$ cat config.mk
export PLATFORM = sky130hd
export DESIGN_NAME = nanorv32_dataif_resp
export DESIGN_NICKNAME = d
export VERILOG_FILES = /design/src/rtl/nanorv32_dataif_resp.sv
export SDC_FILE = /design/constraint.sdc
export NUM_CORES = 1
export LEC_CHECK = 0
export BUFFER_PORTS_ARGS = -buffer_cell sky130_fd_sc_hd__buf_4
export CAP_MARGIN = 20
export CORE_MARGIN = 3
export CORE_UTILIZATION = 35
export DETAILED_ROUTE_END_ITERATION = 10
export PLACE_DENSITY = 0.65
export SLEW_MARGIN = 5
export SYNTH_ARGS = -nofsm -noshare
export SYNTH_HDL_FRONTEND = slang
export SYNTH_SLANG_ARGS = --single-unit
$ cat constraint.sdc
create_clock -name clk -period 1.35 [get_ports clk]
set_input_delay 0.135 -clock clk [delete_from_list [all_inputs] [get_ports clk]]
set_output_delay 0.135 -clock clk [all_outputs]
set_load 0.02 [all_outputs]
$ cat src/rtl/nanorv32_dataif_resp.sv
// -----------------------------------------------------------------------------
// nanorv32_dataif_resp
//
// Purpose:
//   Bridges the nanorv32 CPU data interface to a single-port synchronous SRAM.
//   A request is accepted in IDLE, optionally delayed by WAIT_STATES cycles,
//   performed in a single ACCESS cycle, and completed with a one-cycle RESP
//   pulse. Sub-word writes are expanded into byte-lane enables with replicated
//   write data; sub-word reads are extracted from the returned word and
//   zero-extended. Misaligned, illegal-size and out-of-range requests are not
//   sent to the SRAM; they complete with the same timing and an error flag.
//
// Parameters:
//   WAIT_STATES  extra wait cycles before the SRAM access (0..15)
//   MEM_AW       SRAM word-address width (1..29)
//
// Ports:
//   clk                     in   1       rising-edge clock
//   rst                     in   1       synchronous active-high reset
//   cpu_dataif_valid        in   1       request, held until ready
//   cpu_dataif_addr         in   32      byte address
//   cpu_dataif_we           in   1       1 = write, 0 = read
//   cpu_dataif_size         in   2       0 byte, 1 half, 2 word, 3 illegal
//   cpu_dataif_wdata        in   32      right-justified write data
//   dataif_cpu_early_ready  out  1       pulse one cycle before ready
//   dataif_cpu_ready        out  1       one-cycle completion pulse
//   dataif_cpu_rdata        out  32      zero-extended read data (with ready)
//   dataif_cpu_err          out  1       error flag (with ready)
//   mem_en                  out  1       SRAM access strobe
//   mem_we                  out  4       SRAM byte-lane write enables
//   mem_addr                out  MEM_AW  SRAM word address
//   mem_wdata               out  32      SRAM write data
//   mem_rdata               in   32      SRAM read data, one cycle after mem_en
// -----------------------------------------------------------------------------
module nanorv32_dataif_resp #(
    parameter int unsigned WAIT_STATES = 1,
    parameter int unsigned MEM_AW      = 10
) (
    input  logic              clk,
    input  logic              rst,
    input  logic              cpu_dataif_valid,
    input  logic [31:0]       cpu_dataif_addr,
    input  logic              cpu_dataif_we,
    input  logic [1:0]        cpu_dataif_size,
    input  logic [31:0]       cpu_dataif_wdata,
    output logic              dataif_cpu_early_ready,
    output logic              dataif_cpu_ready,
    output logic [31:0]       dataif_cpu_rdata,
    output logic              dataif_cpu_err,
    output logic              mem_en,
    output logic [3:0]        mem_we,
    output logic [MEM_AW-1:0] mem_addr,
    output logic [31:0]       mem_wdata,
    input  logic [31:0]       mem_rdata
);

    // Byte-address width covered by the SRAM.
    localparam int unsigned AW = MEM_AW + 2;

    localparam logic [1:0] S_IDLE   = 2'd0;
    localparam logic [1:0] S_WAIT   = 2'd1;
    localparam logic [1:0] S_ACCESS = 2'd2;
    localparam logic [1:0] S_RESP   = 2'd3;

    localparam logic [1:0] SZ_BYTE = 2'd0;
    localparam logic [1:0] SZ_HALF = 2'd1;
    localparam logic [1:0] SZ_WORD = 2'd2;

    // The acceptance cycle counts as wait cycle 0, so WAIT holds cycles
    // 1..WAIT_STATES-1 and leaves on the last one. Unused when WAIT_STATES < 2.
    localparam logic [3:0] WAIT_LAST = 4'(WAIT_STATES - 1);

    // Captured request and control state.
    logic [1:0]    r_state;
    logic [3:0]    r_cnt;
    logic [AW-1:0] r_addr;
    logic          r_we;
    logic [1:0]    r_size;
    logic [31:0]   r_wdata;
    logic          r_illegal;

    // Request decode and datapath.
    logic          w_in_illegal;
    logic          w_use_in;
    logic [AW-1:0] w_req_addr;
    logic          w_req_we;
    logic [1:0]    w_req_size;
    logic [31:0]   w_req_wdata;
    logic          w_req_illegal;
    logic          w_access;
    logic          w_resp;
    logic          w_mem_en;
    logic [3:0]    w_lanes;
    logic [31:0]   w_wdata_rep;
    logic [31:0]   w_rd_shift;
    logic [31:0]   w_rd_data;

    // Legality of the request currently on the CPU inputs. Anything above the
    // SRAM's byte range is rejected as well as misalignment and size 3.
    // NOTE: every signal assigned in always_comb gets a default first so no
    // path leaves it unassigned, which would infer a latch.
    always_comb begin
        w_in_illegal = 1'b0;
        case (cpu_dataif_size)
            SZ_BYTE: w_in_illegal = 1'b0;
            SZ_HALF: w_in_illegal = cpu_dataif_addr[0];
            SZ_WORD: w_in_illegal = |cpu_dataif_addr[1:0];
            default: w_in_illegal = 1'b1;
        endcase
        if ((cpu_dataif_addr >> AW) != 32'd0) begin
            w_in_illegal = 1'b1;
        end
    end

    // With no wait states the access happens in the acceptance cycle, straight
    // from the CPU inputs; otherwise everything comes from the captured copy.
    assign w_use_in = (WAIT_STATES == 0) && (r_state == S_IDLE)
                      && cpu_dataif_valid && !rst;

    assign w_req_addr    = w_use_in ? cpu_dataif_addr[AW-1:0] : r_addr;
    assign w_req_we      = w_use_in ? cpu_dataif_we           : r_we;
    assign w_req_size    = w_use_in ? cpu_dataif_size         : r_size;
    assign w_req_wdata   = w_use_in ? cpu_dataif_wdata        : r_wdata;
    assign w_req_illegal = w_use_in ? w_in_illegal            : r_illegal;

    // Outputs are forced quiet while rst is high, even before the reset edge.
    assign w_access = !rst && ((r_state == S_ACCESS) || w_use_in);
    assign w_resp   = !rst && (r_state == S_RESP);
    assign w_mem_en = w_access && !w_req_illegal;

    // Write lane enables and replicated write data.
    always_comb begin
        w_lanes     = 4'b0000;
        w_wdata_rep = 32'd0;
        case (w_req_size)
            SZ_BYTE: begin
                w_lanes     = 4'b0001 << w_req_addr[1:0];
                w_wdata_rep = {4{w_req_wdata[7:0]}};
            end
            SZ_HALF: begin
                w_lanes     = w_req_addr[1] ? 4'b1100 : 4'b0011;
                w_wdata_rep = {2{w_req_wdata[15:0]}};
            end
            default: begin
                w_lanes     = 4'b1111;
                w_wdata_rep = w_req_wdata;
            end
        endcase
    end

    // Read extraction in RESP: shift the addressed lane down to bit 0. For a
    // legal halfword addr[0] is 0, so the same shift selects the half.
    assign w_rd_shift = mem_rdata >> {r_addr[1:0], 3'b000};

    always_comb begin
        w_rd_data = 32'd0;
        case (r_size)
            SZ_BYTE: w_rd_data = {24'd0, w_rd_shift[7:0]};
            SZ_HALF: w_rd_data = {16'd0, w_rd_shift[15:0]};
            default: w_rd_data = mem_rdata;
        endcase
    end

    assign dataif_cpu_early_ready = w_access;
    assign mem_en                 = w_mem_en;
    assign mem_we                 = (w_mem_en && w_req_we) ? w_lanes : 4'b0000;
    assign mem_addr               = rst ? '0 : w_req_addr[AW-1:2];
    assign mem_wdata              = rst ? 32'd0 : w_wdata_rep;

    assign dataif_cpu_ready = w_resp;
    assign dataif_cpu_err   = w_resp && r_illegal;
    assign dataif_cpu_rdata = (w_resp && !r_illegal && !r_we) ? w_rd_data : 32'd0;

    // Sequencer. The captured request is cleared on reset so the SRAM-side
    // address and data outputs read zero until the next request.
    // NOTE: sequential state uses non-blocking assignments so every register
    // samples the pre-edge values, independent of statement order.
    always_ff @(posedge clk) begin
        if (rst) begin
            r_state   <= S_IDLE;
            r_cnt     <= 4'd0;
            r_addr    <= '0;
            r_we      <= 1'b0;
            r_size    <= 2'd0;
            r_wdata   <= 32'd0;
            r_illegal <= 1'b0;
        end else begin
            case (r_state)
                S_IDLE: begin
                    if (cpu_dataif_valid) begin
                        r_addr    <= cpu_dataif_addr[AW-1:0];
                        r_we      <= cpu_dataif_we;
                        r_size    <= cpu_dataif_size;
                        r_wdata   <= cpu_dataif_wdata;
                        r_illegal <= w_in_illegal;
                        if (WAIT_STATES == 0) begin
                            r_state <= S_RESP;
                        end else if (WAIT_STATES == 1) begin
                            r_state <= S_ACCESS;
                        end else begin
                            r_state <= S_WAIT;
                            r_cnt   <= 4'd1;
                        end
                    end
                end
                S_WAIT: begin
                    if (r_cnt == WAIT_LAST) begin
                        r_state <= S_ACCESS;
                        r_cnt   <= 4'd0;
                    end else begin
                        r_cnt <= r_cnt + 4'd1;
                    end
                end
                S_ACCESS: begin
                    r_state <= S_RESP;
                end
                default: begin
                    // RESP always returns to IDLE; valid is re-sampled there.
                    r_state <= S_IDLE;
                end
            endcase
        end
    end

endmodule

==> results.md, run 1 <==
- Outcome: finished, violations left
- Failing checks: negative setup slack
- Hold Crit Depth: 3
- Worst Tran Pin Value: 0.536 ns
- Reg2Reg Capture Point: r_wdata[24]$_SDFFE_PP0P_
- EDFF count, synth: 0
- Vias in the first global route: 4125
- Via count: 4290
- Core ar.: 8980 µm²
- Crit-path slowest cell: or4_4
- Grt ovf: 0
- Final setup violation count: 112
- Crit path kind: reg2out
- Wire length of the first global-routing pass: 21.3 mm
- Sequential-to-total area share from yosys stat: 32.5%
- CP endpoint kind: output pin
- Post-layout nets: 811
- CTS Root Cell: clkbuf_8
- Filler cell count: 630
- Leak: 0.00304 µW
- Worst-case clock buffer depth: 2
- Arr. time, crit path: 1.71 ns
- Area of the die: 10700 µm²
- Syn Nets: 571
- Number of buffers created by CTS: 5
- Area of the multi-input gates: 2940 µm²
- Worst setup margin: -0.494 ns
- XOR/XNOR Fraction of Synth Area: 0%
- Number of synthesized register bits: 54
- Sequential cell area: 1100 µm²
- Drt first pass iters: 4
- Pwr dens: 679 nW/µm²
- Final hold viol count: 0
- Avg Vias per Cell: 5.14
- GPL Wtd Cong: 0.869
- Initial antenna violation count: 0
- Final wirelength: 14.8 mm
- Post-Synthesis Cells: 467
- Clk Latency, worst-skew pair: 0.32 ns
- HPWL Detailed: 8.98 mm
- Ports: 184
- Tcrit/Tclk final: 137%
- Setup slack, reg-to-reg: -0.42 ns
- Worst slack, placed: -0.196 ns
- Port Buffers: 183
- Share of cells above drive strength 1: 65.0%
- Fmax: 0.542 GHz
- Antenna diodes: 0
- Crit-path cells: nand3b_4 > or4_4 > buf_8 > a21oi_4 > buf_6
- Post-DR wirelength/cell: 17.7 µm
- HP Start: cpu_dataif_wdata[30]
- Final slew viol count: 0
- Synth Area in Adders: 0.752%
- Synth Area in Compound Gates: 19.0%
- Chip width: 104 µm
- Clock skew: 0.00557 ns
- Leading cell types by count after synthesis: 136 x nand2_1, 80 x a21oi_1, 54 x dfxtp_1
- Most common cell in the netlist: nand2_1
- Sink Count: 54
- Reg clk slew, reported paths: 0.10 ns
- Synth async-reset ratio: 0%
- Relative slew margins: 64.3%
- Worst Hold End: r_wdata[30]$_SDFFE_PP0P_
- Type of the worst min-delay path: in2reg
- Combinational family with the most area after synthesis: simple AND/OR/NAND/NOR gates
- Buf+Inv Stages, Crit Path: 2
- Total track usage: 24.0%
- Largest area contributor in the netlist: dfxtp_1
- DRC: 0
- Initial Util: 37.1%
- Startpoint types: flop
- CP Data Required Time: 1.22 ns
- Largest net degree at the start of global routing: 98
- Chip Height: 104 µm
- Syn avg cell area: 7.13 µm²
- Multiplexer share of the synthesized area: 8.12%
- Min Tclk post-route: 1.84 ns
- P&R area growth vs syn: 108%
- R2R cell count: 8
- Max-cap violation count: 0
- Htree depth: 2
- Ys flop type: dfxtp_1
- Ranking of synthesized cells by area: dfxtp_1 32%, nand2_1 15%, a21oi_1 12%
- Largest fanout on the critical path: 5
- Count of cell types in the netlist: 36
- Post-synthesis simple-gate area fraction: 34.1%
- Reg2reg start: r_state[0]$_SDFFE_PP0P_
- CP delay by family, top: simple AND/OR/NAND/NOR gates
- Area of the mapped netlist: 3330 µm²
- RSZ-0062 raised after global routing: yes
- CP max stage delay: 0.51 ns
- Antenna viol nets, final: 0
- Util after Layout: 77.0%
- Synth top area share: 32.5%
- Drt first-iter violations: 114
- CTS tree: built
- VDD IR max: 0.638 mV
- YS warnings: 0
- Rows: 34
## per-stage QoR
stage / area (µm²) / hold slack (ns) / cells / setup TNS (ns) / power, µW
after floorplan: 3550 / 0.271 / 467 / -5.78 / 2440
after global placement: 5370 / 0.384 / 790 / -10.83 / 3050
after detailed placement: 5370 / 0.392 / 790 / -12.27 / 3070
after CTS: 6300 / 0.0519 / 820 / -30.39 / 4390
after global routing: 6910 / 0.0533 / 834 / -46.55 / 4870
final: 6910 / 0.0527 / 834 / -41.30 / 4700
## cell usage in the layout, fill, tap and decap left out, types with 2 or more instances in the layout
cell type,netlist,layout
a21oi_1,80,30
a21oi_2,0,39
a21oi_4,0,11
a22oi_2,0,8
and2_1,16,15
and3b_1,16,16
buf_12,0,17
buf_4,0,192
buf_6,0,48
buf_8,0,6
clkbuf_16,0,6
clkbuf_8,0,6
dfxtp_1,54,44
dfxtp_2,0,7
dfxtp_4,0,3
ha_1,2,2
inv_1,6,6
mux2_2,16,8
mux2_4,0,8
mux2i_1,9,9
nand2_1,136,68
nand2_2,0,45
nand2_4,0,23
nand2b_1,3,2
nor2_1,13,10
nor2_2,0,3
nor2b_1,20,20
nor3_1,3,3
nor3b_4,0,3
nor4_1,5,5
nor4b_4,0,2
o21ai_0,12,8
o21ai_1,0,4
o2bb2ai_4,0,7
or2_4,0,2
or3_1,2,2
or4_4,0,3
## final cells by class
type                            count  share of cell area, %
Multi-Input combinational cell    369                   42.5
Timing Repair Buffer              270                   37.5
Sequential cell                    54                   15.9
Tap cell                          126                   2.28
Clock buffer                        6                   1.19
Inverter                            7                  0.416
Clock inverter                      2                  0.181
## logic make-up (layout without fill, tap and decap cells)
| logic type | count (synthesis) | in the layout |
|---|---|---|
| compound gates | 112 | 112 |
| mux | 25 | 25 |
| flops | 54 | 54 |
| buf+inv | 45 | 285 |
| fa+ha+maj | 2 | 2 |
| simple gates | 229 | 230 |
## what timing repair did
| item | in CTS | in global routing |
|---|---|---|
| setup buffers | 13 | 15 |
| endpoints found under the setup margin | 113 | 116 |
| resized for setup | 130 | 142 |
| hold buffers | 0 | 0 |
| cloned | 9 | 7 |
| pin swaps | 42 | 18 |
| endpoints found under the hold margin | 0 | 0 |
## worst min-delay path, cell delays in order
cell	delay [ns]
buf_4	0.11
nand2_1	0.04
a21oi_1	0.05
## report_power, final
part           switching [µW]  internal [µW]  leakage (µW)
clock                     557            414     0.0000472
sequential                105           1700      0.000447
combinational             917           1010       0.00255
## worst max-delay path by stage
stage	startpoint	end	slack, ns	depth (start not counted)
final	r_state[1]$_SDFFE_PP0P_	dataif_cpu_rdata[10]	-0.49	5
after floorplan	r_state[0]$_SDFFE_PP0P_	mem_we[1]	-0.27	3
after CTS	r_state[0]$_SDFFE_PP0P_	dataif_cpu_rdata[10]	-0.50	5
after global placement	r_state[0]$_SDFFE_PP0P_	mem_we[1]	-0.17	5
after global routing	r_state[1]$_SDFFE_PP0P_	dataif_cpu_rdata[28]	-0.56	6
after detailed placement	r_state[0]$_SDFFE_PP0P_	mem_we[1]	-0.20	5
## registers in the layout (all words and copies together), names as in the netlist
register,flops
r_wdata,32
r_addr,12
r_cnt,4
r_size,2
r_state,2
r_illegal,1
r_we,1
## routing by layer
layer / GRT usage [%] / vias up / wire length, µm
met2: 44.4 / 164 / 7890
met4: 5.98 / 0 / 271
met1: 28.5 / 2059 / 5700
li1: - / 2050 / -
met3: 4.60 / 17 / 903
met5: 0 / - / 0
Note: power is estimated with default switching activity, not from simulation.
==> run 2: changes to the inputs <==
- CTS_CLUSTER_DIAMETER: default -> 60
- PLACE_DENSITY: 0.65 -> 0.63
- SKIP_CTS_REPAIR_TIMING: default -> 1
- clock period: 1.35 -> 2.1 ns (I/O delays scaled with it)
==> results.md, run 2 (synthesized netlist as in run 1, its figures left out) <==
- Pwr dens: 534 nW/µm²
- Relative slew margins: 42.4%
- Total track usage: 20.2%
- GPL Wtd Cong: 0.806
- Avg Vias per Cell: 4.97
- Clk Latency, worst-skew pair: 0.31 ns
- RSZ-0062 raised after global routing: no
- HPWL Detailed: 8.30 mm
- CP max stage delay: 0.58 ns
- Post-DR wirelength/cell: 14.7 µm
- Wire length of the first global-routing pass: 18.3 mm
- Final wirelength: 11.2 mm
- Ports: 184
- CP delay by family, top: simple AND/OR/NAND/NOR gates
- Outcome: finished, final reports clean
- Final setup violation count: 0
- Port Buffers: 183
- Drt first-iter violations: 166
- Final slew viol count: 0
- Rows: 34
- Reg clk slew, reported paths: 0.10 ns
- Max-cap violation count: 0
- Chip Height: 104 µm
- Htree depth: 2
- Final hold viol count: 0
- Worst-case clock buffer depth: 2
- Post-layout nets: 735
- Chip width: 104 µm
- Type of the worst min-delay path: in2reg
- Via count: 3766
- Top Registers: r_wdata: 32 flops, r_addr: 12 flops, r_cnt: 4 flops
- Clock skew: 0.00400 ns
- Most common cell after layout, fill and taps aside: buf_4
- Tcrit/Tclk final: 94.7%
- Worst Tran Pin Value: 0.863 ns
- Vias in the first global route: 3756
- Antenna viol nets, final: 0
- Crit-path slowest cell: or4_4
- Share of cells above drive strength 1: 37.3%
- Crit path kind: reg2out
- Largest fanout on the critical path: 8
- P&R area growth vs syn: 49.4%
- Filler cell count: 901
- Min Tclk post-route: 1.99 ns
- DP Area: 4810 µm²
- Final Power: 2660 µW
- Initial antenna violation count: 0
- Drt first pass iters: 4
- Number of buffers created by CTS: 5
- Final instance area: 4970 µm²
- Buf+Inv Stages, Crit Path: 1
- CP endpoint kind: output pin
- Sink Count: 54
- Antenna diodes: 0
- VDD IR max: 0.293 mV
- Core ar.: 8980 µm²
- CTS Root Cell: clkbuf_8
- Largest net degree at the start of global routing: 91
- Largest Register: r_wdata
- Fmax: 0.503 GHz
- CTS tree: built
- Commonest cells after routing, fill and taps aside: 193 x buf_4, 136 x nand2_1, 80 x a21oi_1
- Max FFs per register: 32
- Area of the die: 10700 µm²
- Leak: 0.00222 µW
- Arr. time, crit path: 1.78 ns
- Initial Util: 37.1%
- Crit-path cells: nand3b_4 > or4_4 > a21oi_1 > buf_4
- Startpoint types: flop
- DRC: 0
- Grt ovf: 0
- CP Data Required Time: 1.89 ns
==> run 2: changes by cell type in the layout (fill, tap and decap cells not counted), sizes merged <==
cell / delta
clkbuf: -7
or2: -1
buf: -69
bufinv: +2
clkinvlp: -1
==> run 2: per-layer routing <==
metal	vias to the layer above	wire, µm	GRT usage (%)
met2	147	5540	35.3
met4	0	229	6.17
li1	1906	-	-
met5	-	0	0
met3	20	877	5.66
met1	1693	4520	24.0
==> run 2: power breakdown <==
group | leakage (µW) | switching [µW] | internal [µW] | total (µW)
Sequential | 0.000444 | 60.7 | 1090 | 1150
Clock | 0.0000683 | 353 | 478 | 830
Combinational | 0.00171 | 347 | 329 | 676
Total | 0.00222 | 760 | 1900 | 2660
==> run 2: path summary, 6_finish.rpt <==
check / start / to / slack [ns] / depth (start not counted)
worst max-delay path: r_state[1]$_SDFFE_PP0P_ / dataif_cpu_rdata[12] / 0.11 / 4
worst min-delay path: rst / r_state[1]$_SDFFE_PP0P_ / 0.12 / 2
worst max register to register: r_state[0]$_SDFFE_PP0P_ / r_illegal$_SDFFE_PP0P_ / 0.56 / 4
worst min register to register: r_wdata[24]$_SDFFE_PP0P_ / r_wdata[24]$_SDFFE_PP0P_ / 0.46 / 2
==> run 2: layout make-up <==
class | count | area [µm²] | area share [%]
repair buffers | 195 | 1480 | 29.8
clock inverters | 3 | 68.8 | 1.38
well taps | 126 | 158 | 3.17
flip-flops and latches | 54 | 1090 | 21.9
multi-input cells | 368 | 2080 | 41.8
inverters | 7 | 26.3 | 0.528
clock buffers | 5 | 68.8 | 1.38
==> run 2: metrics by stage <==
stage	hold slack, ns	std cells	util (%)	TNS [ns]	setup slack, ns
after detailed placement	0.446	750	53.6	0	0.168
after global routing	0.121	758	55.4	0	0.00549
after floorplan	0.346	467	-	0	0.0183
after global placement	0.440	750	53.6	0	0.255
final	0.123	758	55.4	0	0.112
after CTS	0.117	758	55.1	-2.57	-0.181
==> run 3: changes to the inputs <==
- CORE_MARGIN: 3 -> default
==> results.md, run 3 (synthesized netlist as in run 1, its figures left out) <==
- Setup slack, reg-to-reg: 0.51 ns
- P&R area growth vs syn: 49.2%
- Number of buffers created by CTS: 5
- Sequential power share: 46.9%
- Placed Cells: 754
- Antenna diodes: 0
- CP endpoint kind: output pin
- Type of the worst min-delay path: in2reg
- Clk pwr share: 24.9%
- R2R cell count: 4
- DRC: 0
- GPL Wtd Cong: 0.797
- Clk Latency, worst-skew pair: 0.31 ns
- Relative slew margins: 73.0%
- CTS tree: built
- Worst Setup EP: dataif_cpu_rdata[12]
- Combinational share of power: 28.2%
- Worst Setup SP: r_state[1]$_SDFFE_PP0P_
- Clock skew: 0.00522 ns
- Final hold viol count: 0
- Max-cap violation count: 0
- Switch Pwr: 781 µW
- Commonest cells after routing, fill and taps aside: 195 x buf_4, 136 x nand2_1, 80 x a21oi_1
- Avg Vias per Cell: 4.89
- Rows: 35
- Largest net degree at the start of global routing: 98
- Util after Layout: 53.8%
- Min Tclk post-route: 2.00 ns
- Final slew viol count: 0
- Chip Height: 99.5 µm
- Area of the die: 9910 µm²
- Sequential cell area: 1090 µm²
- CP Data Required Time: 1.89 ns
- Drt first-iter violations: 129
- Final wirelength: 10.8 mm
- Ports: 184
- CTS Root Cell: clkbuf_8
- Area of the multi-input gates: 2080 µm²
- RSZ-0062 raised after global routing: no
- Total track usage: 21.4%
- Antenna viol nets, final: 0
- Reg2Reg Capture Point: r_wdata[30]$_SDFFE_PP0P_
- Post-layout nets: 738
- Filler cell count: 895
- Fmax: 0.500 GHz
- Pint: 1670 µW
- Post-DR wirelength/cell: 14.1 µm
- Crit path kind: reg2out
- Chip width: 99.5 µm
- Max FFs per register: 32
- Pwr dens: 494 nW/µm²
- Outcome: finished, final reports clean
- Sink Count: 54
- Startpoint types: flop
- Drt first pass iters: 4
- Core ar.: 9240 µm²
- Reg clk slew, reported paths: 0.11 ns
- Largest fanout on the critical path: 8
- Grt ovf: 0
- Switching share of power: 31.9%
- Final setup violation count: 0
- Initial Util: 36.0%
- Worst-case clock buffer depth: 2
- Finished Layout Cells: 764
- Wire length of the first global-routing pass: 16.9 mm
- Htree depth: 2
- Top Registers: r_wdata: 32 flops, r_addr: 12 flops, r_cnt: 4 flops
- HPWL Detailed: 7.96 mm
- Worst Tran Pin Value: 0.403 ns
- Arr. time, crit path: 1.79 ns
- Reg2reg start: r_state[0]$_SDFFE_PP0P_
- Initial antenna violation count: 0
- Tcrit/Tclk final: 95.2%
- Vias in the first global route: 3509
- Leak: 0.00221 µW
- Port Buffers: 183
- Via count: 3734
- Largest Register: r_wdata
- Most common cell after layout, fill and taps aside: buf_4
- Share of cells above drive strength 1: 37.3%
- VDD IR max: 0.269 mV
==> run 3: cell count changes in the layout (fill, tap and decap cells not counted) <==
cell        change
buf_12          +1
buf_6           +1
clkinvlp_4      +1
buf_8           -1
dfxtp_2         -3
buf_4           +2
dfxtp_1         +3
inv_6           +1
nor4b_1         -1
bufinv_16       -2
nor4b_2         +1
==> run 3: worst min path at each step <==
stage / from / to / slack, ns / cells after the start
after floorplan: cpu_dataif_addr[10] / r_addr[10]$_SDFFE_PP0P_ / 0.35 / 2
after global placement: r_addr[4]$_SDFFE_PP0P_ / r_addr[4]$_SDFFE_PP0P_ / 0.44 / 2
after detailed placement: r_addr[7]$_SDFFE_PP0P_ / r_addr[7]$_SDFFE_PP0P_ / 0.44 / 2
after CTS: cpu_dataif_addr[6] / r_addr[6]$_SDFFE_PP0P_ / 0.12 / 3
after global routing: cpu_dataif_wdata[22] / r_wdata[22]$_SDFFE_PP0P_ / 0.12 / 3
final: cpu_dataif_wdata[27] / r_wdata[27]$_SDFFE_PP0P_ / 0.13 / 3
==> run 3: per-stage QoR <==
step                setup WS, ns  hold WS, ns  total power, µW  area (µm²)  TNS, ns
floorplan                 0.0183        0.346             1530        3330        0
global placement           0.269        0.439             1850        4830        0
detailed placement         0.200        0.442             1860        4830        0
CTS                       -0.159        0.121             2470        4930    -2.01
global route              0.0151        0.122             2600        4970        0
finish                     0.102        0.134             2450        4970        0
==> run 3: cell type report <==
| class | instances | share of cell area (%) |
|---|---|---|
| Tap cell | 129 | 3.25 |
| Timing Repair Buffer | 198 | 30.5 |
| Multi-Input combinational cell | 368 | 42.0 |
| Inverter | 7 | 0.529 |
| Clock inverter | 3 | 0.504 |
| Sequential cell | 54 | 21.9 |
| Clock buffer | 5 | 1.39 |
==> run 3: layer usage <==
| metal | track usage, % | share of wire (%) |
|---|---|---|
| met5 | 0 | 0 |
| met4 | 6.79 | 1.4 |
| met3 | 4.22 | 6.7 |
| met2 | 38.0 | 49 |
| met1 | 25.8 | 43 |
==> run 3: critical path, cell delays in order (launching register included) <==
cell      delay, ns
dfxtp_2        0.42
nand3b_4       0.13
or4_4          0.58
a21oi_1        0.18
buf_4          0.17
==> run 3: power groups by stage <==
stage,Clock [µW],Sequential [µW],Combinational (µW)
global placement,0,1170,681
global route,677,1160,762
finish,612,1150,691
detailed placement,0,1170,684
floorplan,0,1150,380
CTS,639,1150,687
